**src/rtl/sprite_palette_bank_if.sv**
```systemverilog
// Write, lookup and fade signals of the sprite palette bank.
// master drives requests and fade control, slave returns scaled colour.
interface sprite_palette_bank_if #(
    parameter int INDEX_W = 4,
    parameter int BANKS   = 4,
    parameter int COLOR_W = 4
);
    localparam int BANK_W = $clog2(BANKS);

    logic                   wr_en;
    logic [BANK_W-1:0]      wr_bank;
    logic [INDEX_W-1:0]     wr_index;
    logic [3*COLOR_W-1:0]   wr_color;
    logic                   rd_valid;
    logic [BANK_W-1:0]      rd_bank;
    logic [INDEX_W-1:0]     rd_index;
    logic                   transp_en;
    logic                   frame_tick;
    logic                   fade_start;
    logic                   fade_dir;
    logic                   out_valid;
    logic [COLOR_W-1:0]     red;
    logic [COLOR_W-1:0]     green;
    logic [COLOR_W-1:0]     blue;
    logic                   out_transp;
    logic                   fade_busy;
    logic [3:0]             fade_level;

    modport master (
        output wr_en, wr_bank, wr_index, wr_color,
        output rd_valid, rd_bank, rd_index, transp_en,
        output frame_tick, fade_start, fade_dir,
        input  out_valid, red, green, blue, out_transp,
        input  fade_busy, fade_level
    );

    modport slave (
        input  wr_en, wr_bank, wr_index, wr_color,
        input  rd_valid, rd_bank, rd_index, transp_en,
        input  frame_tick, fade_start, fade_dir,
        output out_valid, red, green, blue, out_transp,
        output fade_busy, fade_level
    );
endinterface

```
**src/rtl/sprite_palette_bank.sv**
```systemverilog
// Writable multi-bank sprite palette: 2-stage lookup with colour-key
// transparency and a frame-stepped global fade.
module sprite_palette_bank #(
    parameter int INDEX_W      = 4,
    parameter int BANKS        = 4,
    parameter int COLOR_W      = 4,
    parameter int TRANSP_INDEX = 0,
    parameter int FADE_DIV     = 4
) (
    input logic            Clk,
    input logic            Reset_n,
    sprite_palette_bank_if.slave bus
);
    localparam int BANK_W  = $clog2(BANKS);
    localparam int ADDR_W  = BANK_W + INDEX_W;
    localparam int ENTRIES = 1 << ADDR_W;
    localparam int CW3     = 3 * COLOR_W;
    localparam int PW      = COLOR_W + 5;
    localparam int DIV_W   = $clog2(FADE_DIV + 1);

    typedef enum logic [1:0] {IDLE, FADE_OUT, FADE_IN} fade_state_e;

    logic [CW3-1:0]     pal_q [ENTRIES];
    logic [CW3-1:0]     pal_d [ENTRIES];
    logic               s1_valid_q, s1_valid_d;
    logic               s1_transp_q, s1_transp_d;
    logic [CW3-1:0]     s1_color_q, s1_color_d;
    logic               out_valid_q, out_valid_d;
    logic               out_transp_q, out_transp_d;
    logic [COLOR_W-1:0] red_q, red_d;
    logic [COLOR_W-1:0] green_q, green_d;
    logic [COLOR_W-1:0] blue_q, blue_d;
    fade_state_e        state_q, state_d;
    logic [3:0]         level_q, level_d;
    logic [DIV_W-1:0]   div_q, div_d;
    logic               busy_q, busy_d;
    logic [DIV_W-1:0]   div_inc;
    logic               at_target;

    function automatic logic [COLOR_W-1:0] scale(
        input logic [COLOR_W-1:0] c,
        input logic [3:0]         lvl
    );
        logic [PW-1:0] p;
        p = PW'(c) * PW'({1'b0, lvl} + 5'd1);
        return p[COLOR_W+3:4];
    endfunction

    always_comb begin
        pal_d = pal_q;
        if (bus.wr_en)
            pal_d[{bus.wr_bank, bus.wr_index}] = bus.wr_color;
    end

    // Stage 1 reads pal_q, so a same-cycle write is seen only by later reads
    always_comb begin
        s1_valid_d  = bus.rd_valid;
        s1_transp_d = bus.rd_valid && bus.transp_en &&
                      (bus.rd_index == INDEX_W'(TRANSP_INDEX));
        s1_color_d  = s1_color_q;
        if (bus.rd_valid)
            s1_color_d = pal_q[{bus.rd_bank, bus.rd_index}];
    end

    always_comb begin
        out_valid_d  = s1_valid_q;
        out_transp_d = out_transp_q;
        red_d        = red_q;
        green_d      = green_q;
        blue_d       = blue_q;
        if (s1_valid_q) begin
            out_transp_d = s1_transp_q;
            if (s1_transp_q) begin
                red_d   = '0;
                green_d = '0;
                blue_d  = '0;
            end else begin
                red_d   = scale(s1_color_q[CW3-1 -: COLOR_W], level_q);
                green_d = scale(s1_color_q[2*COLOR_W-1 -: COLOR_W], level_q);
                blue_d  = scale(s1_color_q[COLOR_W-1:0], level_q);
            end
        end
    end

    always_comb begin
        state_d   = state_q;
        level_d   = level_q;
        div_d     = div_q;
        busy_d    = busy_q;
        div_inc   = div_q + DIV_W'(1);
        at_target = (state_q == FADE_OUT) ? (level_q == 4'd0)
                                          : (level_q == 4'd15);
        if (bus.fade_start) begin
            state_d = bus.fade_dir ? FADE_IN : FADE_OUT;
            div_d   = '0;
            busy_d  = 1'b1;
        end else if (bus.frame_tick && state_q != IDLE) begin
            if (at_target) begin
                state_d = IDLE;
                busy_d  = 1'b0;
                div_d   = '0;
            end else if (div_inc == DIV_W'(FADE_DIV)) begin
                div_d   = '0;
                level_d = (state_q == FADE_OUT) ? level_q - 4'd1
                                                : level_q + 4'd1;
                if (level_d == 4'd0 || level_d == 4'd15) begin
                    state_d = IDLE;
                    busy_d  = 1'b0;
                end
            end else begin
                div_d = div_inc;
            end
        end
    end

    always_ff @(posedge Clk or negedge Reset_n) begin
        if (!Reset_n) begin
            for (int i = 0; i < ENTRIES; i++)
                pal_q[i] <= '0;
        end else begin
            pal_q <= pal_d;
        end
    end

    always_ff @(posedge Clk or negedge Reset_n) begin
        if (!Reset_n) begin
            s1_valid_q   <= 1'b0;
            s1_transp_q  <= 1'b0;
            s1_color_q   <= '0;
            out_valid_q  <= 1'b0;
            out_transp_q <= 1'b0;
            red_q        <= '0;
            green_q      <= '0;
            blue_q       <= '0;
        end else begin
            s1_valid_q   <= s1_valid_d;
            s1_transp_q  <= s1_transp_d;
            s1_color_q   <= s1_color_d;
            out_valid_q  <= out_valid_d;
            out_transp_q <= out_transp_d;
            red_q        <= red_d;
            green_q      <= green_d;
            blue_q       <= blue_d;
        end
    end

    always_ff @(posedge Clk or negedge Reset_n) begin
        if (!Reset_n) begin
            state_q <= IDLE;
            level_q <= 4'd15;
            div_q   <= '0;
            busy_q  <= 1'b0;
        end else begin
            state_q <= state_d;
            level_q <= level_d;
            div_q   <= div_d;
            busy_q  <= busy_d;
        end
    end

    assign bus.out_valid  = out_valid_q;
    assign bus.out_transp = out_transp_q;
    assign bus.red        = red_q;
    assign bus.green      = green_q;
    assign bus.blue       = blue_q;
    assign bus.fade_busy  = busy_q;
    assign bus.fade_level = level_q;
endmodule

```
**src/flat_wrapper.sv**
```systemverilog
// flat-port wrapper written by rule: the top's interface ports become plain ports
module sprite_palette_bank_flat 
#(
    parameter int INDEX_W      = 4,
    parameter int BANKS        = 4,
    parameter int COLOR_W      = 4,
    parameter int TRANSP_INDEX = 0,
    parameter int FADE_DIV     = 4
)
  (Clk, Reset_n, bus_wr_en, bus_wr_bank, bus_wr_index, bus_wr_color, bus_rd_valid, bus_rd_bank, bus_rd_index, bus_transp_en, bus_frame_tick, bus_fade_start, bus_fade_dir, bus_out_valid, bus_red, bus_green, bus_blue, bus_out_transp, bus_fade_busy, bus_fade_level);
  sprite_palette_bank_if #(.INDEX_W(INDEX_W), .BANKS(BANKS), .COLOR_W(COLOR_W)) bus_i ();
  input logic Clk;
  input logic Reset_n;
  input wire logic [$bits(bus_i.wr_en)-1:0] bus_wr_en;
  input wire logic [$bits(bus_i.wr_bank)-1:0] bus_wr_bank;
  input wire logic [$bits(bus_i.wr_index)-1:0] bus_wr_index;
  input wire logic [$bits(bus_i.wr_color)-1:0] bus_wr_color;
  input wire logic [$bits(bus_i.rd_valid)-1:0] bus_rd_valid;
  input wire logic [$bits(bus_i.rd_bank)-1:0] bus_rd_bank;
  input wire logic [$bits(bus_i.rd_index)-1:0] bus_rd_index;
  input wire logic [$bits(bus_i.transp_en)-1:0] bus_transp_en;
  input wire logic [$bits(bus_i.frame_tick)-1:0] bus_frame_tick;
  input wire logic [$bits(bus_i.fade_start)-1:0] bus_fade_start;
  input wire logic [$bits(bus_i.fade_dir)-1:0] bus_fade_dir;
  output wire logic [$bits(bus_i.out_valid)-1:0] bus_out_valid;
  output wire logic [$bits(bus_i.red)-1:0] bus_red;
  output wire logic [$bits(bus_i.green)-1:0] bus_green;
  output wire logic [$bits(bus_i.blue)-1:0] bus_blue;
  output wire logic [$bits(bus_i.out_transp)-1:0] bus_out_transp;
  output wire logic [$bits(bus_i.fade_busy)-1:0] bus_fade_busy;
  output wire logic [$bits(bus_i.fade_level)-1:0] bus_fade_level;
  assign bus_i.wr_en = bus_wr_en;
  assign bus_i.wr_bank = bus_wr_bank;
  assign bus_i.wr_index = bus_wr_index;
  assign bus_i.wr_color = bus_wr_color;
  assign bus_i.rd_valid = bus_rd_valid;
  assign bus_i.rd_bank = bus_rd_bank;
  assign bus_i.rd_index = bus_rd_index;
  assign bus_i.transp_en = bus_transp_en;
  assign bus_i.frame_tick = bus_frame_tick;
  assign bus_i.fade_start = bus_fade_start;
  assign bus_i.fade_dir = bus_fade_dir;
  assign bus_out_valid = bus_i.out_valid;
  assign bus_red = bus_i.red;
  assign bus_green = bus_i.green;
  assign bus_blue = bus_i.blue;
  assign bus_out_transp = bus_i.out_transp;
  assign bus_fade_busy = bus_i.fade_busy;
  assign bus_fade_level = bus_i.fade_level;
  sprite_palette_bank #(.INDEX_W(INDEX_W), .BANKS(BANKS), .COLOR_W(COLOR_W), .TRANSP_INDEX(TRANSP_INDEX), .FADE_DIV(FADE_DIV)) u_core (.Clk(Clk), .Reset_n(Reset_n), .bus(bus_i));
endmodule
```
**config.mk**
```make
export PLATFORM = sky130hd
export DESIGN_NAME = sprite_palette_bank_flat
export DESIGN_NICKNAME = d
export VERILOG_FILES = /design/src/rtl/sprite_palette_bank_if.sv /design/src/rtl/sprite_palette_bank.sv /design/src/flat_wrapper.sv
export SDC_FILE = /design/constraint.sdc
export NUM_CORES = 1
export LEC_CHECK = 0
export BUFFER_PORTS_ARGS = -buffer_cell sky130_fd_sc_hd__buf_2
export CORE_MARGIN = 2
export CORE_UTILIZATION = 30
export CTS_CLUSTER_SIZE = 25
export DETAILED_ROUTE_END_ITERATION = 10
export SYNTH_ARGS = -nofsm -noshare
export SYNTH_HDL_FRONTEND = slang
export SYNTH_SLANG_ARGS = --single-unit
```
**constraint.sdc**
```tcl
create_clock -name Clk -period 4.34 [get_ports Clk]
set_input_delay 0.651 -clock Clk [delete_from_list [all_inputs] [get_ports Clk]]
set_output_delay 0.651 -clock Clk [all_outputs]
set_load 0.005 [all_outputs]
```
Yosys cells after proc, flatten, opt, wreduce, memory -nomap -nowiden
Index checks and enable logic that the tools add are counted.
{"block": "op_classes", "n_mul": 3, "n_reduce_logical": 14, "n_addsub": 4, "bitwise": 4, "n_mux": 26, "order_cmp": 3, "eq_ne": 4}
{"operator": "$bwmux 768", "n": 1}
{"operator": "$bmux 12 s6", "n": 1}
{"operator": "$demux 12 s6", "n": 1}
{"operator": "$mux 12", "n": 3}
{"operator": "$mul 4x9->8", "n": 3}
{"operator": "$mux 4", "n": 4}
{"operator": "$ge 7x7->1 const B", "n": 2}
{"operator": "$not 6->7", "n": 2}
{"operator": "$logic_not 4->1", "n": 3}
{"operator": "$mux 2", "n": 6}
{"operator": "$mux 3", "n": 4}
{"operator": "$eq 4x4->1 const B", "n": 2}
{"operator": "$lt 7x1->1 const B", "n": 1}
{"operator": "$mux 1", "n": 6}
{"operator": "$reduce_bool 3->1", "n": 2}
{"operator": "$add 4x1->5 const B", "n": 1}
{"operator": "$add 4x1->4 const B", "n": 1}
{"operator": "$logic_and 1x1->1", "n": 4}
{"operator": "$reduce_and 4->1", "n": 1}
{"operator": "$reduce_bool 2->1", "n": 2}
{"operator": "$sub 4x1->4 const B", "n": 1}
{"operator": "$add 3x1->3 const B", "n": 1}
{"operator": "$eq 3x3->1 const B", "n": 1}
{"operator": "$reduce_and 3->1", "n": 1}
{"operator": "other kinds (3)", "n": 4}
{"block": "word_totals", "elab_cells": 134, "inputBits": 32, "ff_bits": 806}

Longest topological paths before layout
{"block": "depth", "word_depth": 9, "depth_mapped": 14, "depth_no_buf": 13}

Least setup slack after synthesis
OpenSTA, ideal clock, no wires.
{"block": "synth_path", "path_type": "reg-to-reg", "startpoint": "register u_core.level_q[2] (netlist: u_core.bus.fade_level[2])", "endpoint": "register u_core.green_q[2] (netlist: u_core.bus.green[2])", "arrival_time_ns": 3.550, "setup_slack_ns": 0.670, "stages_incl_launch_ff": 14, "required_time_ns": 4.219, "cell_sequence": "dfstp_2 -> clkbuf_1 -> nand3_1 -> xor2_1 -> nor2_1 -> fa_1 -> inv_1 -> fa_1 -> inv_1 -> ha_1 -> o21a_1 -> a21oi_1 -> xnor2_1 -> a22o_1"}
{"block": "synth_between", "elab_chain_cells": 3}
{"element": "from (decl)", "line": "sprite_palette_bank.sv:34", "text": "logic [3:0] level_q, level_d;"}
{"element": "from (signal assigned)", "line": "sprite_palette_bank.sv:155", "text": "level_q <= level_d;"}
{"element": "$add 4x1->5", "line": "sprite_palette_bank.sv:45", "text": "p = PW'(c) * PW'({1'b0, lvl} + 5'd1);"}
{"element": "$mul 4x9->8", "line": "sprite_palette_bank.sv:45"}
{"element": "$mux 4", "line": "sprite_palette_bank.sv:73", "text": "if (s1_transp_q) begin"}
{"element": "to (signal assigned)", "line": "sprite_palette_bank.sv:142", "text": "green_q <= green_d;"}
{"element": "to (decl)", "line": "sprite_palette_bank.sv:31", "text": "logic [COLOR_W-1:0] green_q, green_d;"}
Every way passes these cells.
A chain may end at the register's enable or synchronous reset.

Worst setup path after layout
{"block": "layout_path", "startpoint": "register u_core.level_q[0] (netlist: u_core.bus.fade_level[0])", "endpoint": "register u_core.red_q[2] (netlist: u_core.bus.red[2])"}
{"block": "layout_between", "elab_chain_cells": 3}
{"element": "$add 4x1->5", "line": "sprite_palette_bank.sv:45"}
{"element": "$mul 4x9->8", "line": "sprite_palette_bank.sv:45"}
{"element": "$mux 4", "line": "sprite_palette_bank.sv:73"}
{"element": "to (signal assigned)", "line": "sprite_palette_bank.sv:141", "text": "red_q <= red_d;"}
{"element": "to (decl)", "line": "sprite_palette_bank.sv:30", "text": "logic [COLOR_W-1:0] red_q, red_d;"}
Every way passes these cells.

==> results.yml <==
worst_setup_path:
  worstPathMaxFanout: 10
  worstPathRequired_ns: 4.87
  crit_chain: "inv_1 > ha_1 > and2_1 > fa_1 > inv_1 > fa_1 > inv_1 > ha_1 > o21a_1 > a21oi_1 > xnor2_1 > a22o_1"
  ff2ff_path_depth: 12
  cp_common_cell: "inv_1"
  slowest_stage: "dfstp_2"
  cp.arrival_ns: 4.36
  critPathKind: "reg2reg"
  cp-start-kind: "flop"
  worst_setup_path_end_kind: "flop"
  cp_slowest_stage_delay_ns: 0.63
logic_synthesis:
  syn_inst: 2634
  avgSynthCellArea_sq_um: 14.5
  yosysTopAreaCell: "dfrtp_1"
  synth.area.top_cells: "dfrtp_1, mux2_2, mux4_2"
  synth_edf_count: 0
  synth-seq-area-share_pct: 52.9
  synth-seq-cells: 806
  synth.top_cell.area_share_pct: 52.6
  synth_cell_types: 55
  synth_ff_type: "dfrtp_1"
  syn_nets: 2717
  netlist_area_sq_um: 38200
  synth_warnings: 0
  postSynth.asyncResetShare_pct: 100
floorplanning:
  boundaryPins: 51
  dieWidth_microns: 361
  rows: 130
  coreArea_sq_um: 126000
  initial_core_util_pct: 30.3
  die_h_microns: 361
  dieArea_sq_um: 130000
timing:
  setup_tns_ns: 0
  min_period_over_period_pct: 88.1
  finalClockSkew_ns: 0.0281
  fin_crit_ns: 3.82
  setup_viol: 0
  slew_headroom_pct: 28.0
  slew_violations: 0
  fmax_mhz: 261
  hold_viol: 0
  worst_pin_slew_ns: 1.07
  rsz0062_at_grt: "false"
route:
  post_drt_wl_per_cell_microns: 22.1
  ant_nets: 0
  vias: 21911
  drt-pass1-iter-count: 5
  drt_iter0_markers: 1335
  via_per_inst: 5.05
  finalWirelength_mm: 95.7
  drc: 0
power:
  peakVddDrop_mv: 0.390
  leakage_nw: 20.0
  p_per_area_nw_per_um2: 441
  pwr-share-seq_pct: 47.3
  intPower_w: 0.0144
  p_comb_share_pct: 12.6
  report.power.total_w: 0.0190
  swShare_pct: 24.4
  p_switching_w: 0.00463
  clock_power_share_pct: 40.1
global_route:
  grt_max_degree: 150
  grt_pass1_vias: 22819
  grtUsageMet1_pct: 20.5
  grt-ovfl-total: 0
  grtUsageMet3_pct: 2.13
  busiest_layer: "met2"
  grt_pass1_wl_mm: 147
  antenna_found_initial: 10
  track_usage_pct: 14.7
  globalRouteMet2Util_pct: 23.5
clocking:
  insertion_delay_ns: 0.67
  path_clk_slew_ns: 0.05
  cts_tree: "built"
  cts_root_buffer: "clkbuf_16"
  htreeDepth: 3
  clock_sinks: 806
  clock_path_buffers: 3
  cts_resized: 0
  cts_buffers: 84
worst_hold_path:
  hold_path_depth: 3
  hp-class: "in2reg"
place:
  place_congestion: 0.799
  hpwl_mm: 61.1
  port_buffers: 50
final_layout:
  area_delta_synth_final_pct: 13.0
  final_layout_size_suffix_gt1_share_pct: 44.4
  nets: 2703
job:
  cap_violations: 0
outcome:
  outcome: "finished, final reports clean"
==> logic make-up after synthesis <==
group	synth area share [%]
xor+xnor	0.518
compound gates	3.79
buf+inv	3.29
mux	34.4
simple gates	3.19
fa+ha+maj	1.99
flops	52.9
==> Yosys cell counts, types with 14 or more instances <==
cell type and number:
clkbuf_1 145, inv_1 38, mux2_2 770, and2_1 26, dfrtp_1 802, nand2_1 69, mux2i_1 121, ha_1 35
fa_1 16, nor2_1 62, buf_2 58, mux4_2 138, a21oi_1 24, buf_1 16, nand3_1 37, a22oi_1 60
a22o_1 23, a211o_1 14, xnor2_1 14
==> power by group through the flow <==
stage / Clock (W) / Combinational [W] / Sequential [W]
5_1_grt: 0.00813 / 0.00261 / 0.00910
2_1_floorplan: 0 / 0.00179 / 0.00894
3_3_place_gp: 0 / 0.00237 / 0.00908
3_5_place_dp: 0 / 0.00242 / 0.00911
4_1_cts: 0.00782 / 0.00243 / 0.00898
6_report: 0.00762 / 0.00239 / 0.00899
==> layout by cell type, fill, tap and decap left out, drive strengths merged, types with 4 or more instances in the layout <==
cell	netlist	layout
and2	26	26
a22o	23	23
a22oi	60	60
nor3b	5	5
mux2i	121	121
xor2	6	6
dfrtp	802	802
nand4	7	7
nand3	37	37
nand2b	10	10
clkbuf	145	125
a211oi	12	12
mux2	770	770
nand4b	4	4
mux4	143	143
buf	90	135
clkinv	0	13
nor3	11	11
nor2b	5	5
inv	39	41
dfstp	4	4
nand2	69	69
a31oi	11	11
o21ai	14	14
nor2	62	62
a221oi	13	13
bufinv	0	9
nand3b	4	4
fa	16	16
a211o	14	14
o21a	4	4
a21oi	24	24
xnor2	14	14
o221ai	11	11
ha	35	35
==> registers in the layout, indices dropped and copies added (netlist names) <==
register / flops
u_core.bus.out_valid: 1
u_core.bus.out_transp: 1
u_core.bus.fade_level: 4
u_core.div_q: 3
u_core.state_q: 2
u_core.bus.green: 4
u_core.s1_color_q: 12
u_core.bus.red: 4
u_core.bus.blue: 4
u_core.bus.fade_busy: 1
u_core.pal_q: 768
u_core.out_valid_d: 1
u_core.s1_transp_q: 1
==> critical path, delay by kind of cell, from the launching register on <==
kind / cells / cell delay (ns)
buf+inv: 3 / 0.27
flops: 1 / 0.63
simple gates: 1 / 0.23
xor+xnor: 1 / 0.09
compound gates: 3 / 0.65
fa+ha+maj: 4 / 1.84
==> metal layers <==
layer	routed length (microns)	part of all wire, %
met5	59	0.062
met2	45400	47
met4	2390	2.5
met1	44700	47
met3	3240	3.4
==> per-stage QoR <==
step	cell area (sq um)	hold WS [ns]	util [%]	worst slack [ns]	cells
global placement	40200	0.420	31.9	0.564	4183
floorplan	38200	0.355	-	0.670	2634
global route	43100	0.266	34.3	0.294	4335
detailed placement	40200	0.433	31.9	0.501	4183
CTS	43100	0.237	34.3	0.486	4335
finish	43100	0.264	34.3	0.515	4337
==> worst paths after layout <==
kind | start | to | slack (ns)
max | u_core.bus.fade_level[0] | u_core.bus.red[2] | 0.52
min | bus_fade_dir | u_core.state_q[1] | 0.26
max reg2reg | u_core.bus.fade_level[0] | u_core.bus.red[2] | 0.52
min reg2reg | u_core.out_valid_d | u_core.bus.out_valid | 0.45
max in group asynchronous | Reset_n | u_core.bus.fade_level[0] | 2.53
min in group asynchronous | Reset_n | u_core.pal_q[364] | 0.55
==> final cells by class <==
cell class              instances  area, sq um
clock buffers                 125         2530
fillers                     12269        82800
repair buffers                136         1070
multi-input cells            1553        16800
diodes                          2         5.00
clock inverters                26          390
well taps                    1650         2060
flip-flops and latches        806        20200
inverters                      39          146
==> repair_timing <==
action,in CTS,in global routing
buffers inserted,0,0
hold endpoints to repair,46,0
hold buffers,1,0
Note: power is estimated with default switching activity, not from simulation.
